File: config.mk
export PLATFORM = sky130hd
export DESIGN_NAME = arith_seq_controller
export DESIGN_NICKNAME = d
export VERILOG_FILES = /design/src/rtl/arith_seq_controller.sv
export SDC_FILE = /design/constraint.sdc
export NUM_CORES = 1
export LEC_CHECK = 0
export CAP_MARGIN = 20
export CORE_UTILIZATION = 23
export DETAILED_ROUTE_END_ITERATION = 12
export PLACE_DENSITY = 0.49
export SLEW_MARGIN = 20
export SYNTH_ARGS = -nofsm -noshare
export SYNTH_HDL_FRONTEND = slang
export SYNTH_SLANG_ARGS = --single-unit
export TNS_END_PERCENT = 30
File: constraint.sdc
create_clock -name clk -period 3.4 [get_ports clk]
set_input_delay 0.51 -clock clk [delete_from_list [all_inputs] [get_ports clk]]
set_output_delay 0.51 -clock clk [all_outputs]
set_load 0.02 [all_outputs]
File: src/rtl/arith_seq_controller.sv
// Micro-sequencer for the AND / left-shift / shift-add multiply datapath.
// Every strobe is decoded from registered state; do_sum additionally gates on reg_c_30.
module arith_seq_controller #(
  parameter int CNT_W     = 5,
  parameter int MUL_STEPS = 30,
  parameter bit SHIFT_C29 = 1'b1
) (
  input  logic             clk,
  input  logic             reset,
  input  logic             start,
  input  logic [2:0]       operation,
  input  logic [CNT_W-1:0] shift_amt,
  input  logic             reg_c_30,
  output logic             busy,
  output logic             finish,
  output logic             do_and,
  output logic             do_move_c_to_b,
  output logic             do_left_shift_c,
  output logic             do_left_shift_c29,
  output logic             do_clear_b,
  output logic             do_sum,
  output logic             do_right_shift_bc
);

  typedef enum logic [2:0] {
    S_IDLE,
    S_AND0,
    S_AND1,
    S_SHL,
    S_MUL_CLR,
    S_MUL_ADD,
    S_MUL_SHR,
    S_DONE
  } state_t;

  typedef enum logic [2:0] {
    OP_NULL = 3'd0,
    OP_AND  = 3'd1,
    OP_SHL  = 3'd2,
    OP_MUL  = 3'd3
  } op_t;

  localparam logic [CNT_W-1:0] MUL_LOAD = CNT_W'(MUL_STEPS);
  localparam logic [CNT_W-1:0] CNT_ONE  = CNT_W'(1);

  state_t           state;
  op_t              op_q;
  logic [CNT_W-1:0] cnt;

  always_ff @(posedge clk) begin
    if (reset) begin
      state <= S_IDLE;
      op_q  <= OP_NULL;
      cnt   <= '0;
    end else begin
      case (state)
        S_IDLE: begin
          if (start) begin
            case (operation)
              3'd1: begin
                op_q  <= OP_AND;
                state <= S_AND0;
              end
              3'd2: begin
                op_q  <= OP_SHL;
                cnt   <= shift_amt;
                state <= S_SHL;
              end
              3'd3: begin
                op_q  <= OP_MUL;
                state <= S_MUL_CLR;
              end
              default: ;
            endcase
          end
        end
        S_AND0: state <= S_AND1;
        S_AND1: state <= S_DONE;
        S_SHL: begin
          // Test before decrement so a full-scale count never wraps.
          if (cnt == '0) state <= S_DONE;
          else           cnt   <= cnt - CNT_ONE;
        end
        S_MUL_CLR: begin
          cnt   <= MUL_LOAD;
          state <= S_MUL_ADD;
        end
        S_MUL_ADD: state <= S_MUL_SHR;
        S_MUL_SHR: begin
          cnt   <= cnt - CNT_ONE;
          state <= (cnt == CNT_ONE) ? S_DONE : S_MUL_ADD;
        end
        S_DONE: begin
          op_q  <= OP_NULL;
          state <= S_IDLE;
        end
        default: state <= S_IDLE;
      endcase
    end
  end

  always_comb begin
    busy              = 1'b0;
    finish            = 1'b0;
    do_and            = 1'b0;
    do_move_c_to_b    = 1'b0;
    do_left_shift_c   = 1'b0;
    do_left_shift_c29 = 1'b0;
    do_clear_b        = 1'b0;
    do_sum            = 1'b0;
    do_right_shift_bc = 1'b0;
    busy   = (state != S_IDLE);
    finish = (state == S_DONE);
    case (state)
      S_AND0:    do_and         = (op_q == OP_AND);
      S_AND1:    do_move_c_to_b = (op_q == OP_AND);
      S_SHL: begin
        do_left_shift_c   = (op_q == OP_SHL) && (cnt != '0);
        do_left_shift_c29 = SHIFT_C29 && (op_q == OP_SHL) && (cnt != '0);
      end
      S_MUL_CLR: do_clear_b        = (op_q == OP_MUL);
      S_MUL_ADD: do_sum            = (op_q == OP_MUL) && reg_c_30;
      S_MUL_SHR: do_right_shift_bc = (op_q == OP_MUL);
      default: ;
    endcase
  end

endmodule
==> results of run 1 <==
## layer usage
| metal | up-vias | share of wire | global-route usage |
|---|---|---|---|
| li1 | 416 | - | - |
| met1 | 378 | 0.50 | 0.169 |
| met4 | 0 | 0 | 0.0286 |
| met3 | 0 | 0.052 | 0.0393 |
| met2 | 22 | 0.45 | 0.209 |
| met5 | - | 0 | 0 |
## kinds of logic after synthesis
family,count (synthesis)
DFF,10
buffers and inverters,14
xor gates and xnor gates,2
muxes,1
AOI/OAI and AO/OA,28
adders and majority gates,2
and+or+nand+nor,46
## path summary, 6_finish.rpt
path / startpoint / slack, ns / end
worst min register to register: op_q[1] / 0.51 / op_q[1]
worst min-delay path: op_q[1] / 0.51 / op_q[1]
worst max-delay path: cnt[0] / 0.72 / do_left_shift_c
worst max register to register: state[2] / 1.53 / cnt[4]
## metrics by stage
step,instance area (um2),setup WS [ns],power (uW)
after floorplan,826,0.971,342
after global placement,1050,1.02,397
after detailed placement,1050,0.997,397
after CTS,1070,0.683,488
after global routing,1070,0.574,519
final,1070,0.718,481
## flip-flops by register name, indices dropped and copies added, names as in the netlist
| name | cells |
|---|---|
| cnt | 5 |
| state | 3 |
| op_q | 2 |
## where the power goes
part           total, uW  switching, uW  internal (uW)
combinational        219            114            105
clock               86.5           45.4           41.0
sequential           176           38.8            137
total                481            198            283
## synthesized netlist by cell type, drive strengths merged (2+ instances only)
cell type	n	area [um2]
nand2	10	37.5
nor3	10	50.1
nor2b	4	25.0
o2bb2ai	2	23.8
nor2	5	18.8
nor4b	2	32.5
inv	7	26.3
a21oi	5	25.0
o21ai	2	10.0
dfxtp	10	200
buf	6	40.0
nand3	5	30.0
a311oi	3	32.5
a211oi	4	30.0
nand2b	2	20.0
ha	2	25.0
o211ai	4	30.0
## area by class of cell
type,instances,area share
Clock buffer,3,0.0211
Inverter,7,0.0246
Multi-Input combinational cell,79,0.519
Sequential cell,10,0.187
Tap cell,46,0.0538
Timing Repair Buffer,21,0.194
## worst max-delay path: stages, from the launching register on
cell and delay (ns):
dfxtp_1 0.37, inv_1 0.10, ha_1 0.24, nor4b_4 0.15, nor4b_1 0.37, clkdlybuf4s50_1 0.67
==> results.md, run 1 <==
* Iteration-0 DRC Markers at 29
* Worst-path clk slew at 0.07 ns
* Skew-Pair Late Insertion Delay at 0.28 ns
* Hold depth at 2
* Largest net degree at the start of global routing at 16
* YS warnings at 0
* Xor-xnor portion of the synthesized cell area at 0.0212
* GRT Resource Usage Total at 0.129
* Setup-failing EPs final at 0
* Arrival time of the worst setup path at 2.17 ns
* Shortest period the worst path allows at 2.68 ns
* DR vias at 816
* Die Height at a little over 60 um
* FF+latch count, synth at 10
* Worst setup EP type: output port
* # IOs at 21
* EDFF count, synth at 0
* Ant diodes at 0
* Cell Area, Synth at 826 um2
* Syn avg cell area at 8.02 um2
* Static Leak at 0.000342 uW
* Hold Slack at 0.515 ns
* CP max FO at 4
* Hold Crit Class: flop to flop
* Synth async-reset ratio at 0
* Compound-cell area share of the yosys netlist at 0.268
* Total CTS buffers at 3
* Main combinational cell family by area after synthesis: simple AND/OR/NAND/NOR gates
* Core area at 3390 um2
* Crit path kind: flop to output port
* Syn Nets at 117
* Initial core utilization at 0.244
* Layout Skew at 0.00821 ns
* Layout filler cell count at 371
* Root Driver: clkbuf_4
* PwrDens at 450 nW/um2
* Max-Cap Viols at 0
* Finished Core Util at 0.316
* Netlist cell types at 46
* DRC at 0
* Vias in the first global route at 748
* Setup TNS at 0 ns
* Layout cell share with drive strength beyond 1 at 0.100
* H-tree levels at 1
* Buffer count from post-CTS setup fixing at 0
* CP Launch Type: flop
* Mux share of post-synthesis cell area at 0.0136
* Cts hold-fix bufs at 0
* Drt pass-1 iters at 4
* Die area at 3830 um2
* Commonest cells after routing, fill and taps aside: clkdlybuf4s50_1, nand2_1, nor3_1, dfxtp_1, inv_1
* CTS tree: yes
* Final worst path period share at 0.789
* Number of antenna violations at the first check in global routing at 0
* VDD IR max at 0.119 mV
* Row cnt at 21
* Routability cong. at 0.808
* Max_slew headroom at 0.612
* Max-slew violation count at 0
* CTS resizes at 0
* Hold Vio Cnt, Final at 0
* Fmax achieved at about 370 MHz
* Synth Area in Adders at 0.0303
* Layout Cells excl Fill at 166
* Multi-input logic area at around 560 um2
* Layout Nets at 136
* Commonest non-fill, non-tap cell in the layout: clkdlybuf4s50_1
* Clk buf depth at 2
* Total gr overflow at 0
* First-pass GRT wire length at approximately 3500 um
* Area Overhead vs Synth at 29.5%
* IO Port Bufs at 20
* Die W at a little over 60 um
* R2r worst-path depth at 4
* Unrepaired setup endpoints after global routing: false
* Final Routed Wirelength at 2270 um
* Placed Instances at 163
* Synth Flop Type: dfxtp_1
* CTS Sinks at 10
* Cell count after synthesis at 103
* Worst EP required at 2.89 ns
* Outcome: finished, final reports clean
* Register Area at 200 um2
* Post-synthesis simple-gate area fraction at 0.339
* Register area share after synthesis at 0.242
* Number of nets with antenna violations after routing at 0
* DR WL/cell at 13.7 um
* DP HPWL at 1710 um
* Worst-margin pin slew at 0.581 ns
* Via density at slightly below 5
Note: power is estimated with default switching activity, not from simulation.
==> inputs of run 2 (changes only) <==
clock period = 2.7 ns   (was 3.4 ns; I/O delays follow)
==> run 2 against run 1 <==
First-iteration DRC count is 110% higher; clock power up 21%; clock skew down 0.0069 ns; utilization grew 0.37 points; register-to-register slack got worse by 0.67 ns; die area stayed put; cell count is 0.60% higher; critical endpoint is now finish; largest cell class unchanged; largest power group unchanged.
==> results.md, run 2 (synthesis results as in run 1) <==
* Outcome: finished, final reports clean
* Buffer count from post-CTS setup fixing at 0 (unchanged)
* CTS Sinks at 10 (unchanged)
* Die W at 61.9 um (unchanged)
* Slowest-stage cell, CP: dfxtp_1
* Post-route setup slack at 0.197 ns (-0.521 ns)
* Max-slew violation count at 0 (unchanged)
* Unrepaired setup endpoints after global routing: false
* Core area at 3390 um2 (unchanged)
* Max-Cap Viols at 0 (unchanged)
* DRC at 0 (unchanged)
* PwrDens at 562 nW/um2 (+25%)
* Arrival time of the worst setup path at 2.10 ns (-0.07 ns)
* Number of antenna violations at the first check in global routing at 0 (unchanged)
* Number of nets with antenna violations after routing at 0 (unchanged)
* DR WL/cell at 13.8 um (+1.0%)
* Worst r2r src: state[2]
* Via density at 5.01 (+2.0%)
* Cts hold-fix bufs at 0 (unchanged)
* Vias in the first global route at 757 (+1.2%)
* Commonest non-fill, non-tap cell in the layout: clkdlybuf4s50_1
* CP peak stage delay at 0.65 ns (-0.02 ns)
* Fmax achieved at ~400 MHz
* Biggest regs: cnt: 5 flops, state: 3 flops, op_q: 2 flops
* Commonest cells after routing, fill and taps aside: clkdlybuf4s50_1, nand2_1, nor3_1, dfxtp_1, inv_1
* Root Driver: clkbuf_4
* CTS tree: yes
* Drt pass-1 iters at 4 (unchanged)
* VDD IR max at 0.175 mV (+47%)
* Layout Cells excl Fill at 167 (+0.60%)
* CTS resizes at 0 (unchanged)
* Worst-path clk slew at 0.07 ns (about the same)
* Die Height at 61.9 um (unchanged)
* Static Leak at 0.000385 uW (+13%)
* Clk buf depth at 2 (unchanged)
* Max reg flops at 5 (unchanged)
* Dpl ws at 0.359 ns (-0.638 ns)
* CP bufs+invs at 2 (unchanged)
* DR vias at 837 (+2.6%)
* Row cnt at 21 (unchanged)
* Min-Delay Startpoint: op_q[1]
* Area Overhead vs Synth at 31.1%
* Worst-margin pin slew at 0.528 ns (-0.0532 ns)
* Setup TNS at 0 ns (unchanged)
* Iteration-0 DRC Markers at 61 (+110%)
* Shortest period the worst path allows at 2.50 ns
* Layout filler cell count at 376 (+1.3%)
* # IOs at 21 (unchanged)
* Layout cell share with drive strength beyond 1 at 0.107 (+0.00744)
* Hold Crit Class: flop to flop
* Routability cong. at 0.826 (+2.2%)
* Largest Register: cnt
* Top Family by Delay on Critical Path: buffers and inverters
* CP Launch Type: flop
* Die area at 3830 um2 (unchanged)
* Total gr overflow at 0 (unchanged)
* Final worst path period share at 0.927
* First-pass GRT wire length at 3660 um (+3.3%)
* Final Routed Wirelength at 2310 um (+1.6%)
* Largest net degree at the start of global routing at 16 (unchanged)
* Max_slew headroom at 0.648 (+0.0358)
* Total CTS buffers at 3 (unchanged)
* H-tree levels at 1 (unchanged)
* Worst setup startpoint: state[2]
* Cells along the critical path: inv_1 > nor2_1 > clkdlybuf4s50_1
* CP max FO at 15 (+11)
* Setup-failing EPs final at 0 (unchanged)
* Skew-Pair Late Insertion Delay at 0.27 ns (about the same)
* Placed Instances at 164 (+0.61%)
* Layout Nets at 137 (+0.74%)
* Finished Core Util at 0.319 (+0.00369)
* Worst setup EP type: output port
* Hold Vio Cnt, Final at 0 (unchanged)
* DP HPWL at 1710 um (-0.19%)
* Crit path kind: flop to output port
* Initial core utilization at 0.244 (unchanged)
* Ant diodes at 0 (unchanged)
* Worst EP required at 2.30 ns (-0.59 ns)
* IO Port Bufs at 20 (unchanged)
* Layout Skew at 0.00127 ns (-0.00694 ns)
* GRT Resource Usage Total at 0.134 (+0.00522)
run 2: final timing paths:
kind	endpoint	slack, ns	cells after the start
worst max-delay path	finish	0.20	3
worst min-delay path	op_q[1]	0.52	2
worst max register to register	cnt[4]	0.86	4
worst min register to register	op_q[1]	0.52	2
run 2: per-stage QoR:
| step | hold WS, ns | instance area [um2] | total power, uW |
|---|---|---|---|
| after CTS | 0.507 | 1080 | 614 |
| final | 0.516 | 1080 | 608 |
| after detailed placement | 0.492 | 1050 | 508 |
| after floorplan | 0.461 | 826 | 431 |
| after global placement | 0.499 | 1050 | 506 |
| after global routing | 0.534 | 1080 | 658 |
run 2: final cells by class:
class | count | area, um2 | share of cell area
well taps | 46 | 57.6 | 0.0532
flip-flops and latches | 10 | 200 | 0.185
multi-input cells | 79 | 556 | 0.513
repair buffers | 22 | 220 | 0.203
inverters | 7 | 26.3 | 0.0243
clock buffers | 3 | 22.5 | 0.0208
run 2: routing by layer:
| layer | GRT usage | part of all wire | vias up |
|---|---|---|---|
| met3 | 0.0476 | 0.052 | 2 |
| li1 | - | - | 421 |
| met2 | 0.192 | 0.44 | 27 |
| met5 | 0 | 0 | - |
| met1 | 0.189 | 0.50 | 387 |
| met4 | 0.0381 | 0.0095 | 0 |
run 2: tightest hold or removal path, cell delays in order (launching register included):
cell      delay (ns)
dfxtp_1         0.34
nand2_1         0.07
a211oi_1        0.06
run 2: power by group:
group          leakage (uW)  total, uW  switching [uW]  internal, uW
sequential        0.0000820        212            39.8           172
combinational      0.000289        291             155           136
clock             0.0000138        105            53.5          51.6
total              0.000385        608             248           360
==> inputs of run 3 (changes only) <==
GPL_TIMING_DRIVEN = 0   (was unset)
==> run 3 against run 2 <==
Final area rose by 2.1%; sequential share of layout area fell by 0.38 points; highest routed layer unchanged; worst setup slack got worse by 0.040 ns; combinational power rose by 7.9%.
==> results.md, run 3 (synthesis results as in run 1) <==
* Ant diodes at 0 (unchanged)
* Commonest non-fill, non-tap cell in the layout: clkdlybuf4s50_1
* Worst EP required at 2.30 ns (about the same)
* Max reg flops at 5 (unchanged)
* Worst-margin pin slew at 0.637 ns (+0.109 ns)
* Outcome: finished, final reports clean
* Arrival time of the worst setup path at 2.14 ns (+0.04 ns)
* Hold Crit Class: flop to flop
* First-pass GRT wire length at 3890 um (+6.4%)
* Shortest period the worst path allows at 2.54 ns (+0.0398 ns)
* Static Leak at 0.000381 uW (-0.93%)
* CTS tree: yes
* Fmax achieved at 393 MHz (-1.6%)
* Finished Core Util at 0.326 (+0.00665)
* Die Height at 61.9 um (unchanged)
* Largest net degree at the start of global routing at 11 (-5)
* VDD IR max at 0.212 mV (+21%)
* Row cnt at 21 (unchanged)
* Layout cell share with drive strength beyond 1 at 0.136 (+0.0286)
* Fin area at 1100 um2 (+2.1%)
* Root Driver: clkbuf_4
* Via density at 5.03 (+0.34%)
* Final worst path period share at 0.942 (+0.0147)
* Number of nets with antenna violations after routing at 0 (unchanged)
* Layout Skew at 0.000770 ns (-0.000503 ns)
* DR WL/cell at 13.7 um (-1.1%)
* Max-Cap Viols at 0 (unchanged)
* Core area at 3390 um2 (unchanged)
* CTS resizes at 1 (+1)
* Die area at 3830 um2 (unchanged)
* PwrDens at 564 nW/um2 (+0.40%)
* Max_slew headroom at 0.575 (-0.0725)
* Largest Register: cnt
* Unrepaired setup endpoints after global routing: false
* Final Routed Wirelength at 2340 um (+1.3%)
* DP HPWL at 1770 um (+3.7%)
* DR vias at 860 (+2.7%)
* Crit path kind: flop to output port
* Buffer count from post-CTS setup fixing at 0 (unchanged)
* Placed Area at 1070 um2 (+1.8%)
* Total CTS buffers at 3 (unchanged)
* Layout Nets at 141 (+2.9%)
* CP max FO at 4 (-11)
* Setup-failing EPs final at 0 (unchanged)
* IO Port Bufs at 19 (-5.0%)
* Total gr overflow at 0 (unchanged)
* Drt pass-1 iters at 4 (unchanged)
* CTS Sinks at 10 (unchanged)
* H-tree levels at 1 (unchanged)
* Area Overhead vs Synth at 33.8%
* DRC at 0 (unchanged)
* # IOs at 21 (unchanged)
* Routability cong. at 0.796 (-3.7%)
* Biggest regs: cnt: 5 flops, state: 3 flops, op_q: 2 flops
* Commonest cells after routing, fill and taps aside: clkdlybuf4s50_1, nand2_1, nor3_1, dfxtp_1, inv_1
* CP Launch Type: flop
* Die W at 61.9 um (unchanged)
* GRT Resource Usage Total at 0.138 (+0.00368)
* Setup TNS at 0 ns (unchanged)
* Hold Vio Cnt, Final at 0 (unchanged)
* Vias in the first global route at 845 (+12%)
* Initial core utilization at 0.244 (unchanged)
* Clk buf depth at 2 (unchanged)
* Cts hold-fix bufs at 0 (unchanged)
* Max-slew violation count at 0 (unchanged)
* Worst-path clk slew at 0.07 ns (about the same)
* Skew-Pair Late Insertion Delay at 0.27 ns (about the same)
* Number of antenna violations at the first check in global routing at 0 (unchanged)
* Iteration-0 DRC Markers at 48 (-21%)
* Worst setup EP type: output port
run 3: critical path: stages, from the launching register on:
cell	delay, ns
dfxtp_1	0.39
inv_1	0.11
ha_1	0.26
nor4b_4	0.16
nor4b_2	0.29
clkdlybuf4s50_1	0.65
run 3: power by group:
group          switching (uW)  leakage (uW)  internal [uW]  total, uW
Combinational             172      0.000285            142        314
Clock                    55.8     0.0000138           51.6        107
Sequential               29.9     0.0000820            172        202
Total                     257      0.000381            366        624
run 3: area by class of cell:
cell class | count | area [um2]
inverters | 7 | 26.3
well taps | 46 | 57.6
multi-input cells | 79 | 562
repair buffers | 19 | 193
plain buffers | 7 | 43.8
clock buffers | 3 | 22.5
flip-flops and latches | 10 | 200
fillers | 351 | 2280
run 3: layer usage:
layer,global-route usage,vias up,share of wire
li1,-,433,-
met1,0.186,400,0.48
met2,0.221,25,0.46
met3,0.0373,2,0.059
met4,0.0286,0,0.0064
met5,0,-,0
run 3: final timing paths:
| check | from | endpoint | slack, ns | depth (start not counted) |
|---|---|---|---|---|
| worst max-delay path | cnt[0] | do_left_shift_c | 0.16 | 5 |
| worst min-delay path | op_q[1] | op_q[1] | 0.51 | 2 |
| worst max register to register | cnt[0] | cnt[0] | 0.92 | 6 |
| worst min register to register | op_q[1] | op_q[1] | 0.51 | 2 |
run 3: per-stage QoR:
stage	setup slack, ns	total power, uW	cells	hold slack, ns
after floorplan	0.376	431	103	0.461
after global placement	0.278	511	168	0.490
after detailed placement	0.281	515	168	0.486
after CTS	0.0696	627	171	0.503
after global routing	0.0451	674	171	0.533
final	0.158	624	171	0.508
